File: config.mk
export PLATFORM = sky130hd
export DESIGN_NAME = tick_scheduler_flat
export DESIGN_NICKNAME = d
export VERILOG_FILES = /design/src/rtl/tick_scheduler_pkg.sv /design/src/rtl/tick_scheduler_if.sv /design/src/rtl/tick_prescaler.sv /design/src/rtl/tick_scheduler.sv /design/src/flat_wrapper.sv
export SDC_FILE = /design/constraint.sdc
export NUM_CORES = 1
export LEC_CHECK = 0
export ABC_AREA = 0
export CORE_ASPECT_RATIO = 0.7
export CORE_UTILIZATION = 45
export CTS_BUF_LIST = sky130_fd_sc_hd__clkbuf_4
export CTS_CLUSTER_SIZE = 16
export DETAILED_ROUTE_END_ITERATION = 8
export PLACE_DENSITY_LB_ADDON = 0.25
export SETUP_SLACK_MARGIN = 0.4
export SKIP_LAST_GASP = 1
export SYNTH_ARGS = -nofsm -noshare
export SYNTH_HDL_FRONTEND = slang
export SYNTH_SLANG_ARGS = --single-unit
File: constraint.sdc
create_clock -name clk100MHz -period 5.7 [get_ports clk100MHz]
set_input_delay 0.57 -clock clk100MHz [delete_from_list [all_inputs] [get_ports clk100MHz]]
set_output_delay 0.57 -clock clk100MHz [all_outputs]
set_load 0.02 [all_outputs]
File: src/rtl/tick_scheduler_pkg.sv
// Shared types and constants for the tick scheduler: channel states, mode encoding
// and parameter defaults.
package tick_scheduler_pkg;

   typedef enum logic {
      CH_IDLE = 1'b0,
      CH_RUN  = 1'b1
   } ch_state_e;

   localparam int unsigned DEFAULT_PW       = 16;
   localparam int unsigned DEFAULT_PRESCALE = 100;

   localparam logic MODE_PERIODIC = 1'b0;
   localparam logic MODE_ONESHOT  = 1'b1;

   // Channel-select width; a single channel still gets a 1-bit selector.
   function automatic int unsigned ch_width(input int unsigned num_ch);
      return (num_ch > 1) ? $clog2(num_ch) : 1;
   endfunction

endpackage

File: src/rtl/tick_scheduler_if.sv
// Configuration channel of the tick scheduler: valid/ready handshake plus the
// per-request channel programming payload.
interface tick_scheduler_if
   import tick_scheduler_pkg::*;
#(
   parameter int unsigned NUM_CH = 4,
   parameter int unsigned PW     = DEFAULT_PW
);
   localparam int unsigned CW = ch_width(NUM_CH);

   logic          cfg_valid;
   logic          cfg_ready;
   logic [CW-1:0] cfg_ch;
   logic          cfg_enable;
   logic          cfg_oneshot;
   logic [PW-1:0] cfg_period;

   modport master (
      output cfg_valid,
      output cfg_ch,
      output cfg_enable,
      output cfg_oneshot,
      output cfg_period,
      input  cfg_ready
   );

   modport slave (
      input  cfg_valid,
      input  cfg_ch,
      input  cfg_enable,
      input  cfg_oneshot,
      input  cfg_period,
      output cfg_ready
   );

endinterface

File: src/rtl/tick_prescaler.sv
// Free-running base-tick divider: base_tick is high for one clk100MHz cycle out of
// every PRESCALE.
module tick_prescaler
   import tick_scheduler_pkg::*;
#(
   parameter int unsigned PRESCALE = DEFAULT_PRESCALE
) (
   input  logic clk100MHz,
   input  logic rst_n,
   output logic base_tick
);
   localparam int unsigned   CNTW = $clog2(PRESCALE);
   localparam logic [CNTW-1:0] LAST = CNTW'(PRESCALE - 1);

   logic [CNTW-1:0] pre_cnt_q;
   logic [CNTW-1:0] pre_cnt_d;

   assign base_tick = (pre_cnt_q == LAST);

   always_comb begin
      pre_cnt_d = pre_cnt_q + CNTW'(1);
      if (base_tick) begin
         pre_cnt_d = '0;
      end
   end

   always_ff @(posedge clk100MHz or negedge rst_n) begin
      if (!rst_n) begin
         pre_cnt_q <= '0;
      end else begin
         pre_cnt_q <= pre_cnt_d;
      end
   end

endmodule

File: src/rtl/tick_scheduler.sv
// Shared time-base scheduler: one prescaler feeding NUM_CH independent countdown
// channels that emit single-cycle clock-enable pulses.
module tick_scheduler
   import tick_scheduler_pkg::*;
#(
   parameter int unsigned NUM_CH   = 4,
   parameter int unsigned PRESCALE = DEFAULT_PRESCALE,
   parameter int unsigned PW       = DEFAULT_PW
) (
   input  logic              clk100MHz,
   input  logic              rst_n,
   tick_scheduler_if.slave   cfg,
   output logic              base_tick,
   output logic [NUM_CH-1:0] tick,
   output logic [NUM_CH-1:0] active
);
   localparam int unsigned CW = ch_width(NUM_CH);

   logic cfg_fire;
   logic cfg_start;

   tick_prescaler #(
      .PRESCALE (PRESCALE)
   ) u_prescaler (
      .clk100MHz (clk100MHz),
      .rst_n     (rst_n),
      .base_tick (base_tick)
   );

   // Config is refused on base-tick cycles so it never races a countdown update.
   assign cfg.cfg_ready = ~base_tick;
   assign cfg_fire      = cfg.cfg_valid & ~base_tick;
   assign cfg_start     = cfg.cfg_enable & (cfg.cfg_period != '0);

   for (genvar i = 0; i < NUM_CH; i++) begin : g_ch
      ch_state_e     state_q;
      logic [PW-1:0] remaining_q;
      logic [PW-1:0] period_q;
      logic          oneshot_q;
      logic          tick_q;
      logic          sel;

      // Out-of-range channel numbers simply match no channel.
      assign sel = cfg_fire & (cfg.cfg_ch == CW'(i));

      always_ff @(posedge clk100MHz or negedge rst_n) begin
         if (!rst_n) begin
            state_q     <= CH_IDLE;
            remaining_q <= '0;
            period_q    <= '0;
            oneshot_q   <= MODE_PERIODIC;
            tick_q      <= 1'b0;
         end else begin
            tick_q <= 1'b0;
            if (sel) begin
               if (cfg_start) begin
                  state_q     <= CH_RUN;
                  remaining_q <= cfg.cfg_period;
                  period_q    <= cfg.cfg_period;
                  oneshot_q   <= cfg.cfg_oneshot;
               end else begin
                  state_q     <= CH_IDLE;
                  remaining_q <= '0;
               end
            end else if (base_tick && (state_q == CH_RUN)) begin
               if (remaining_q > PW'(1)) begin
                  remaining_q <= remaining_q - PW'(1);
               end else begin
                  tick_q <= 1'b1;
                  if (oneshot_q == MODE_ONESHOT) begin
                     state_q     <= CH_IDLE;
                     remaining_q <= '0;
                  end else begin
                     remaining_q <= period_q;
                  end
               end
            end
         end
      end

      assign tick[i]   = tick_q;
      assign active[i] = (state_q == CH_RUN);
   end

endmodule

File: src/flat_wrapper.sv
// flat-port wrapper written by rule: the top's interface ports become plain ports
module tick_scheduler_flat import tick_scheduler_pkg::*;
#(
   parameter int unsigned NUM_CH   = 4,
   parameter int unsigned PRESCALE = DEFAULT_PRESCALE,
   parameter int unsigned PW       = DEFAULT_PW
)
  (clk100MHz, rst_n, base_tick, tick, active, cfg_cfg_valid, cfg_cfg_ch, cfg_cfg_enable, cfg_cfg_oneshot, cfg_cfg_period, cfg_cfg_ready);
  tick_scheduler_if #(.NUM_CH(NUM_CH), .PW(PW)) cfg_i ();
  input  logic clk100MHz;
  input  logic rst_n;
  output logic base_tick;
  output logic [NUM_CH-1:0] tick;
  output logic [NUM_CH-1:0] active;
  input wire logic [$bits(cfg_i.cfg_valid)-1:0] cfg_cfg_valid;
  input wire logic [$bits(cfg_i.cfg_ch)-1:0] cfg_cfg_ch;
  input wire logic [$bits(cfg_i.cfg_enable)-1:0] cfg_cfg_enable;
  input wire logic [$bits(cfg_i.cfg_oneshot)-1:0] cfg_cfg_oneshot;
  input wire logic [$bits(cfg_i.cfg_period)-1:0] cfg_cfg_period;
  output wire logic [$bits(cfg_i.cfg_ready)-1:0] cfg_cfg_ready;
  assign cfg_i.cfg_valid = cfg_cfg_valid;
  assign cfg_i.cfg_ch = cfg_cfg_ch;
  assign cfg_i.cfg_enable = cfg_cfg_enable;
  assign cfg_i.cfg_oneshot = cfg_cfg_oneshot;
  assign cfg_i.cfg_period = cfg_cfg_period;
  assign cfg_cfg_ready = cfg_i.cfg_ready;
  tick_scheduler #(.NUM_CH(NUM_CH), .PRESCALE(PRESCALE), .PW(PW)) u_core (.clk100MHz(clk100MHz), .rst_n(rst_n), .cfg(cfg_i), .base_tick(base_tick), .tick(tick), .active(active));
endmodule
==> results of run 1 <==
-- where the power goes --
| group | internal, W | switching (W) | leakage (nW) |
|---|---|---|---|
| combinational | 0.000232 | 0.000343 | 1.84 |
| sequential | 0.00121 | 0.000181 | 1.82 |
| clock | 0.000306 | 0.000415 | 0.159 |
-- sequential cells by signal (all words and copies together) (netlist names) --
register and cells:
u_core.g_ch.state_q 4, u_core.g_ch.remaining_q 64, u_core.g_ch.tick_q 4, u_core.u_prescaler.pre_cnt_q 7
u_core.g_ch.oneshot_q 4, u_core.g_ch.period_q 64
-- final timing paths --
kind | startpoint | end | slack [ns] | cells after the start
max | cfg_cfg_period[12] | u_core.g_ch[2].remaining_q[11]$_DFFE_PN0P_ | 2.49 | 6
max reg2reg | u_core.g_ch[0].remaining_q[5]$_DFFE_PN0P_ | u_core.g_ch[0].state_q$_DFFE_PN0P_ | 2.60 | 5
max in group asynchronous | rst_n | u_core.g_ch[3].remaining_q[12]$_DFFE_PN0P_ | 4.32 | 2
min reg2reg | u_core.g_ch[0].period_q[11]$_DFFE_PN0P_ | u_core.g_ch[0].period_q[11]$_DFFE_PN0P_ | 0.49 | 2
min in group clk100MHz | u_core.g_ch[0].period_q[11]$_DFFE_PN0P_ | u_core.g_ch[0].period_q[11]$_DFFE_PN0P_ | 0.49 | 2
min | rst_n | u_core.g_ch[2].remaining_q[5]$_DFFE_PN0P_ | 0.009 | 1
-- final cells by class --
class,count,area share
multi-input combinational,755,0.4831
sequential,147,0.4015
timing repair buffer,40,0.04166
tap,236,0.03223
clock inverter,14,0.01775
clock buffer,18,0.01475
inverter,22,0.009014
-- logic make-up (layout without fill, tap and decap cells) --
family          Yosys count  in the layout  share of synthesized area
xor+xnor                 42             42                    0.04338
fa+ha+maj                 9              9                    0.01328
simple gates            443            443                     0.2511
compound gates          258            258                     0.2098
mux                       3              3                   0.003689
flops                   147            147                     0.4338
buf+inv                  86             94                    0.04486
-- cells in the final DEF (no fill, tap or decap), drive strengths merged, types with 23 or more instances in the layout --
cell / n
dfrtp: 147
nand2: 232
a21oi: 56
nor4: 23
clkdlybuf4s50: 31
xnor2: 27
inv: 23
o21ai: 51
nor2: 46
nand3: 31
-- per-stage QoR --
step                  util  std cells  hold slack, ns  total power (W)  instance area, um^2
CTS                 0.5031       1232         0.04103         0.002689                 9161
global placement    0.4867       1200          0.4514         0.001957                 8864
finish              0.5031       1232        0.009350         0.002687                 9161
floorplan                -        988          0.2744         0.001766                 8479
global route        0.5031       1232         0.07629         0.002831                 9161
detailed placement  0.4867       1200          0.4546         0.001970                 8864
-- per-layer routing --
metal | wire [um] | track usage | up-vias
li1 | - | - | 3584
met1 | 12300 | 0.4127 | 3749
met2 | 10760 | 0.4104 | 377
met3 | 2640 | 0.07498 | 57
met4 | 626 | 0.1047 | 0
met5 | 0 | 0 | -
==> flow_summary.json, run 1 <==
{
  "tightest_slew_ns": 1.232,
  "rsz0062_at_grt": "no",
  "first_iter_violations": 864,
  "worstPathMaxFanout": 25,
  "first_pass_iters": 8,
  "cts_tree": "built",
  "syn_area_per_cell_um2": 8.582,
  "cp-start-kind": "primary input",
  "grt.total_usage": 0.2854,
  "yosysWarnings": 0,
  "synth_async_sr_flop_share": 1.000,
  "cts.path.max_buffers": 2,
  "violations": "design-rule violations",
  "multi_input_area_um2": 4425,
  "grt_max_degree": 88,
  "crit_family": "simple AND/OR/NAND/NOR gates",
  "ys_ff_latch": 147,
  "cp_slowest_cell": "a41oi_1",
  "p_leak_nw": 3.816,
  "synth.cell_area_um2": 8479,
  "nNetsFinal": 1015,
  "ys_seq_area_frac": 0.4338,
  "synthTopCellsByCount": "nand2_1 (232), dfrtp_1 (147), a21oi_1 (56)",
  "ys.flop_type": "dfrtp_1",
  "rows": 41,
  "diodes": 0,
  "cp.arrival_ns": 3.73,
  "tns_ns": 0,
  "clock_latency_ns": 0.61,
  "drtAntennaViolNets": 0,
  "fill_cells": 1768,
  "cts_sinks": 147,
  "skew_ns": 0.02925,
  "fmax_mhz": 311.6,
  "synthToLayoutAreaGrowth_pct": 8.042,
  "dp_hpwl_um": 18020,
  "crit_buf_inv": 1,
  "pre_cts_ws_ns": 2.016,
  "period_minus_slack_ns": 3.209,
  "synth.most_common_cell": "nand2_1",
  "yosysTopAreaCellShare": 0.4338,
  "yosysTopAreaCell": "dfrtp_1",
  "critical_path_class": "primary input to register",
  "numCtsBuffers": 17,
  "status": "finished, violations left",
  "io_buffers": 32,
  "hold_class": "primary input to async pin",
  "crit_chain": "clkdlybuf4s50_1 > nor4_1 > a41oi_1 > and2_1 > nand2_1 > o211ai_1",
  "finalWirelength_um": 26330,
  "drc": 2,
  "post_cts_buffers": 0,
  "yosys-top-cells-area": "dfrtp_1 (43%), nand2_1 (10%), a21oi_1 (3.3%)",
  "setup_viol": 0,
  "min_period_over_period": 0.5630,
  "endpoint_kind": "register",
  "synth_edf_count": 0,
  "die_area_um2": 19410,
  "root_buffer": "clkbuf_4",
  "critPathMaxStageDelay_ns": 0.96,
  "slew_viol_final": 0,
  "ir_drop_mv": 0.1266,
  "routedWlPerCell_um": 21.37,
  "die_w_um": 166.1,
  "cp.required_ns": 6.22,
  "io_pins": 33,
  "drive_gt1_frac": 0.06024,
  "cts_resized": 0,
  "dieHeight_um": 116.9,
  "netlist_instances": 988,
  "core_area_um2": 18210,
  "grt_pass1_vias": 7283,
  "cap_violations": 0,
  "grt_pass1_wl_um": 42130,
  "ys_types": 78,
  "slew_headroom": 0.1721,
  "viasPerCell": 6.304,
  "finalHoldViolCount": 0,
  "initial_core_util": 0.4656,
  "layout_setup_ws_ns": 2.491,
  "synth_nets": 1020,
  "gp_congestion": 0.9426,
  "power_density_nw_per_um2": 293.3,
  "grt_overflow_total": 0,
  "postCtsHoldBufs": 0,
  "htree_levels": 4,
  "vias": 7767,
  "clk_pin_slew_ns": 0.15,
  "antenna_found_initial": 0,
  "seqCellArea_um2": 3679
}
Power figures use the tool's default switching activity.
==> run 2: changes to the inputs <==
==> constraint.sdc (replaced) <==
create_clock -name clk100MHz -period 2.8 [get_ports clk100MHz]
set_input_delay 0.28 -clock clk100MHz [delete_from_list [all_inputs] [get_ports clk100MHz]]
set_output_delay 0.28 -clock clk100MHz [all_outputs]
set_load 0.02 [all_outputs]
==> run 2 against run 1 <==
Effect of this change:
- the run still ends with design-rule violations left
- worst setup slack worse by 2.1 ns
- sequential power rose by 100%
- sequential share of layout area is 2.4 points lower
- cell count up 4.5%
- utilization grew 3.1 points
- final area rose by 6.3%
- first-iteration DRC count is 15% higher
- die area stayed put
- flip-flop and latch count is the same
- power grew 120%
- largest power group unchanged
==> flow_summary.json, run 2 (synthesis gave the netlist of run 1 again) <==
{
  "status": "finished, violations left",
  "violations": "design-rule violations",
  "slew_headroom": 0.5319,
  "total_power_w": 0.005794,
  "critPathMaxStageDelay_ns": 0.69,
  "dieHeight_um": 116.9,
  "clockPowerShare": 0.297,
  "endpoint_kind": "register",
  "critical_path_class": "register to register",
  "cts.path.max_buffers": 2,
  "rsz0062_at_grt": "yes",
  "p_int_w": 0.003876,
  "cap_violations": 0,
  "grt_max_degree": 73,
  "antenna_found_initial": 0,
  "drc": 2,
  "cp.arrival_ns": 2.84,
  "htree_levels": 4,
  "cp-start-kind": "register",
  "seq_power_share": 0.489,
  "finalWirelength_um": 27370,
  "rows": 41,
  "clk_pin_slew_ns": 0.13,
  "io_pins": 33,
  "min_period_over_period": 0.8504,
  "switching_power_w": 0.001918,
  "p_leak_nw": 4.131,
  "core_area_um2": 18210,
  "final_common_cell": "nand2_1",
  "initial_core_util": 0.4656,
  "first_iter_violations": 993,
  "finalHoldViolCount": 0,
  "tns_ns": 0,
  "seqCellArea_um2": 3680,
  "multi_input_area_um2": 4468,
  "cts_tree": "built",
  "vias": 8137,
  "crit_chain": "or4_1 > nor3_4 > buf_4 > a21oi_1 > a311o_1 > a32o_1",
  "die_w_um": 166.1,
  "worstPathMaxFanout": 5,
  "grt_overflow_total": 0,
  "hold_class": "primary input to async pin",
  "fill_cells": 1667,
  "dp_hpwl_um": 18970,
  "setup_viol": 0,
  "gp_congestion": 0.9281,
  "io_buffers": 32,
  "power_frac_comb": 0.214,
  "p_sw_frac": 0.3310,
  "nNetsFinal": 1071,
  "viasPerCell": 6.318,
  "first_pass_iters": 9,
  "drive_gt1_frac": 0.1226,
  "die_area_um2": 19410,
  "grt_pass1_vias": 7400,
  "routedWlPerCell_um": 21.25,
  "period_minus_slack_ns": 2.381,
  "grt_pass1_wl_um": 42740,
  "cp_slowest_cell": "or4_1",
  "ir_drop_mv": 0.2980,
  "synthToLayoutAreaGrowth_pct": 14.80,
  "drtAntennaViolNets": 0,
  "fmax_mhz": 420.0,
  "final_cell_mix": "nand2_1 (232), dfrtp_1 (146), buf_4 (60)",
  "reg.largest.list": "u_core.g_ch.period_q (64), u_core.g_ch.remaining_q (64), u_core.u_prescaler.pre_cnt_q (7)",
  "cts_sinks": 147,
  "skew_ns": 0.01734,
  "clock_latency_ns": 0.57,
  "grt.total_usage": 0.2912,
  "cp.required_ns": 3.26,
  "slew_viol_final": 0,
  "diodes": 0,
  "numCtsBuffers": 17,
  "root_buffer": "clkbuf_4",
  "tightest_slew_ns": 0.7014,
  "power_density_nw_per_um2": 595.2,
  "reg2reg_setup_slack_ns": 0.42
}
## run 2: power by group through the flow
stage | combinational, W | clock (W) | sequential [W]
6_report | 0.00124 | 0.00172 | 0.00283
2_1_floorplan | 0.000870 | 0 | 0.00272
3_3_place_gp | 0.00119 | 0 | 0.00285
3_5_place_dp | 0.00121 | 0 | 0.00285
5_1_grt | 0.00138 | 0.00184 | 0.00287
4_1_cts | 0.00122 | 0.00175 | 0.00281
## run 2: final timing paths
path,to,start,depth (start not counted)
setup / recovery,u_core.g_ch[2].remaining_q[1]$_DFFE_PN0P_,u_core.g_ch[2].remaining_q[4]$_DFFE_PN0P_,6
hold / removal,u_core.g_ch[2].remaining_q[9]$_DFFE_PN0P_,rst_n,2
setup reg to reg,u_core.g_ch[2].remaining_q[1]$_DFFE_PN0P_,u_core.g_ch[2].remaining_q[4]$_DFFE_PN0P_,6
hold reg to reg,u_core.g_ch[3].period_q[7]$_DFFE_PN0P_,u_core.g_ch[3].period_q[7]$_DFFE_PN0P_,2
max in group asynchronous,u_core.g_ch[2].remaining_q[1]$_DFFE_PN0P_,rst_n,3
min in group clk100MHz,u_core.g_ch[1].period_q[2]$_DFFE_PN0P_,cfg_cfg_period[2],4
## run 2: critical path, delay by kind of cell, from the launching register on
kind,cells,cell delay [ns]
simple gates,2,1.00
flops,1,0.46
compound gates,3,0.64
buf+inv,1,0.17
## run 2: metrics by stage
step	hold slack [ns]	std cells	area, um^2	worst slack (ns)	utilization
after global routing	0.3054	1288	9734	0.3686	0.5345
final	0.2848	1288	9734	0.4188	0.5345
after floorplan	-0.01559	988	8479	0.7009	-
after detailed placement	0.3471	1248	9261	0.2241	0.5086
after CTS	0.2889	1281	9643	0.4111	0.5295
after global placement	0.3479	1248	9261	0.2486	0.5086
## run 2: final cells by class
type	instances	share of cell area
Tap cell	236	0.03033
Sequential cell	147	0.3780
Clock inverter	14	0.02404
Multi-Input combinational cell	755	0.4590
Inverter	22	0.008483
Timing Repair Buffer	96	0.08625
Clock buffer	18	0.01388
## run 2: what timing repair did
action	in CTS	in global routing
hold buffers	1	0
setup endpoints to repair	4	36
endpoints found under the hold margin	69	0
pin swaps	0	3
resized for setup	4	11
buffers inserted	0	7
## run 2: layer usage
metal / track usage / wire, um / up-vias
li1: - / - / 3689
met1: 0.4324 / 12640 / 3989
met2: 0.4225 / 11490 / 429
met3: 0.06658 / 2908 / 28
met4: 0.07913 / 268 / 2
met5: 0.02174 / 58 / -
==> run 3: changes to the inputs <==
--- a/config.mk
+++ b/config.mk
@@ -6,7 +6,9 @@
 export NUM_CORES = 1
 export LEC_CHECK = 0
 export ABC_AREA = 0
+export CAP_MARGIN = 25
 export CORE_ASPECT_RATIO = 0.7
+export CORE_MARGIN = 2
 export CORE_UTILIZATION = 45
 export CTS_BUF_LIST = sky130_fd_sc_hd__clkbuf_4
 export CTS_CLUSTER_SIZE = 16
==> run 3 against run 2 <==
Effect of this change:
- the run now ends clean
- sequential power hardly changed
- critical endpoint unchanged
- clock skew is 0.0059 ns higher
- hold slack worse by 0.086 ns
- combinational power hardly changed
- critical path depth stayed put
- via count is 0.92% lower
- register-to-register slack hardly changed
- worst setup slack better by 0.0064 ns
- largest cell class unchanged
==> flow_summary.json, run 3 (synthesis gave the netlist of run 1 again) <==
{
  "status": "finished clean",
  "seq_power_share": 0.478,
  "final_area_um2": 9767,
  "synthToLayoutAreaGrowth_pct": 15.18,
  "cp.arrival_ns": 2.88,
  "power_density_nw_per_um2": 605.1,
  "initial_core_util": 0.4643,
  "critical_path_class": "register to register",
  "drc": 0,
  "multi_input_area_um2": 4498,
  "finalWirelength_um": 27490,
  "die_area_um2": 19980,
  "endpoint_kind": "register",
  "min_period_over_period": 0.8481,
  "cts_tree": "built",
  "clock_latency_ns": 0.60,
  "diodes": 0,
  "cts.path.max_buffers": 2,
  "viasPerCell": 6.274,
  "p_leak_nw": 4.126,
  "root_buffer": "clkbuf_4",
  "clockPowerShare": 0.310,
  "drive_gt1_frac": 0.1201,
  "die_w_um": 168.1,
  "rsz0062_at_grt": "yes",
  "post_dp_cell_area_um2": 9261,
  "setup_viol": 0,
  "core_area_um2": 18260,
  "worstPathMaxFanout": 6,
  "numCtsBuffers": 17,
  "critPathMaxStageDelay_ns": 0.67,
  "cp-start-kind": "register",
  "cts_sinks": 147,
  "cp.required_ns": 3.31,
  "dieHeight_um": 118.9,
  "power_frac_comb": 0.212,
  "io_pins": 33,
  "final_common_cell": "nand2_1",
  "gp_congestion": 0.9525,
  "p_int_w": 0.003954,
  "ir_drop_mv": 0.3718,
  "htree_levels": 4,
  "first_iter_violations": 1066,
  "dp_hpwl_um": 19020,
  "hold_class": "primary input to async pin",
  "rows": 41,
  "cp_slowest_cell": "or4_1",
  "switching_power_w": 0.001956,
  "drtAntennaViolNets": 0,
  "reg.largest.list": "u_core.g_ch.period_q (64), u_core.g_ch.remaining_q (64), u_core.u_prescaler.pre_cnt_q (7)",
  "io_buffers": 32,
  "routedWlPerCell_um": 21.39,
  "crit_chain": "or4_1 > nor3_4 > buf_4 > a21oi_1 > a311o_1 > a32o_1",
  "final_cell_mix": "nand2_1 (232), dfrtp_1 (147), buf_4 (58)",
  "grt_overflow_total": 0,
  "period_minus_slack_ns": 2.375,
  "tns_ns": 0,
  "skew_ns": 0.02328,
  "nNetsFinal": 1069,
  "cap_violations": 0,
  "finalHoldViolCount": 0,
  "vias": 8062,
  "slew_headroom": 0.5739,
  "slew_viol_final": 0,
  "grt.total_usage": 0.2813,
  "tightest_slew_ns": 0.6363,
  "grt_max_degree": 64,
  "grt_pass1_vias": 7334,
  "first_pass_iters": 5,
  "seqCellArea_um2": 3679,
  "grt_pass1_wl_um": 43060,
  "total_power_w": 0.005910,
  "clk_pin_slew_ns": 0.15,
  "fmax_mhz": 421.1,
  "fill_cells": 1721,
  "antenna_found_initial": 0,
  "p_sw_frac": 0.3310
}
==> run 3: cell types whose count changed in the layout (fill, tap and decap cells not counted), sizes merged <==
cell and delta:
clkbuf -1, inv -1, clkinvlp -2, clkinv +2
buf -2, bufinv +1
==> run 3: power by group through the flow <==
stage / sequential (W) / clock [W] / combinational (W)
after global routing: 0.00287 / 0.00194 / 0.00139
after global placement: 0.00285 / 0 / 0.00119
final: 0.00283 / 0.00183 / 0.00125
after detailed placement: 0.00285 / 0 / 0.00122
after floorplan: 0.00272 / 0 / 0.000870
after CTS: 0.00281 / 0.00186 / 0.00122
==> run 3: metrics by stage <==
step,utilization,cells,setup slack (ns),hold WS (ns)
after global routing,0.5348,1285,0.3550,0.1938
after detailed placement,0.5071,1248,0.1414,0.2809
after global placement,0.5067,1247,0.1954,0.2801
after CTS,0.5298,1281,0.4086,0.1924
after floorplan,-,988,0.7009,-0.01559
final,0.5348,1285,0.4253,0.1985
==> run 3: layout make-up <==
class	instances	share of cell area
clock buffers	17	0.01307
clock inverters	14	0.02665
inverters	22	0.008455
multi-input cells	755	0.4605
flip-flops and latches	147	0.3766
well taps	236	0.03023
repair buffers	94	0.08442
==> run 3: critical path, delay by kind of cell (launching register included) <==
kind                   cells  cell delay (ns)
AND/OR/NAND/NOR            2             0.98
flip-flops                 1             0.46
AO/OA/AOI/OAI              3             0.67
buffers and inverters      1             0.18
==> run 3: repair_timing <==
| item | CTS | global route |
|---|---|---|
| hold buffers | 1 | 0 |
| endpoints found under the setup margin | 9 | 44 |
| pin swaps | 0 | 1 |
| hold endpoints to repair | 55 | 0 |
| gates resized for setup | 6 | 11 |
| setup buffers | 1 | 3 |
==> run 3: final timing paths <==
check	slack, ns	cells past startpoint	from	to
min in group clk100MHz	0.44	4	cfg_cfg_period[2]	u_core.g_ch[0].period_q[2]$_DFFE_PN0P_
worst max register to register	0.43	6	u_core.g_ch[2].remaining_q[4]$_DFFE_PN0P_	u_core.g_ch[2].remaining_q[1]$_DFFE_PN0P_
worst min register to register	0.49	2	u_core.g_ch[0].period_q[8]$_DFFE_PN0P_	u_core.g_ch[0].period_q[8]$_DFFE_PN0P_
worst max-delay path	0.43	6	u_core.g_ch[2].remaining_q[4]$_DFFE_PN0P_	u_core.g_ch[2].remaining_q[1]$_DFFE_PN0P_
max in group asynchronous	1.79	3	rst_n	u_core.g_ch[0].period_q[1]$_DFFE_PN0P_
worst min-delay path	0.20	2	rst_n	u_core.g_ch[2].remaining_q[10]$_DFFE_PN0P_
==> run 3: layer usage <==
metal / wire [um] / vias to the layer above / global-route usage
li1: - / 3675 / -
met1: 13150 / 3968 / 0.4477
met2: 11220 / 381 / 0.3740
met3: 2584 / 38 / 0.06414
met4: 538 / 0 / 0.08244
met5: 0 / - / 0
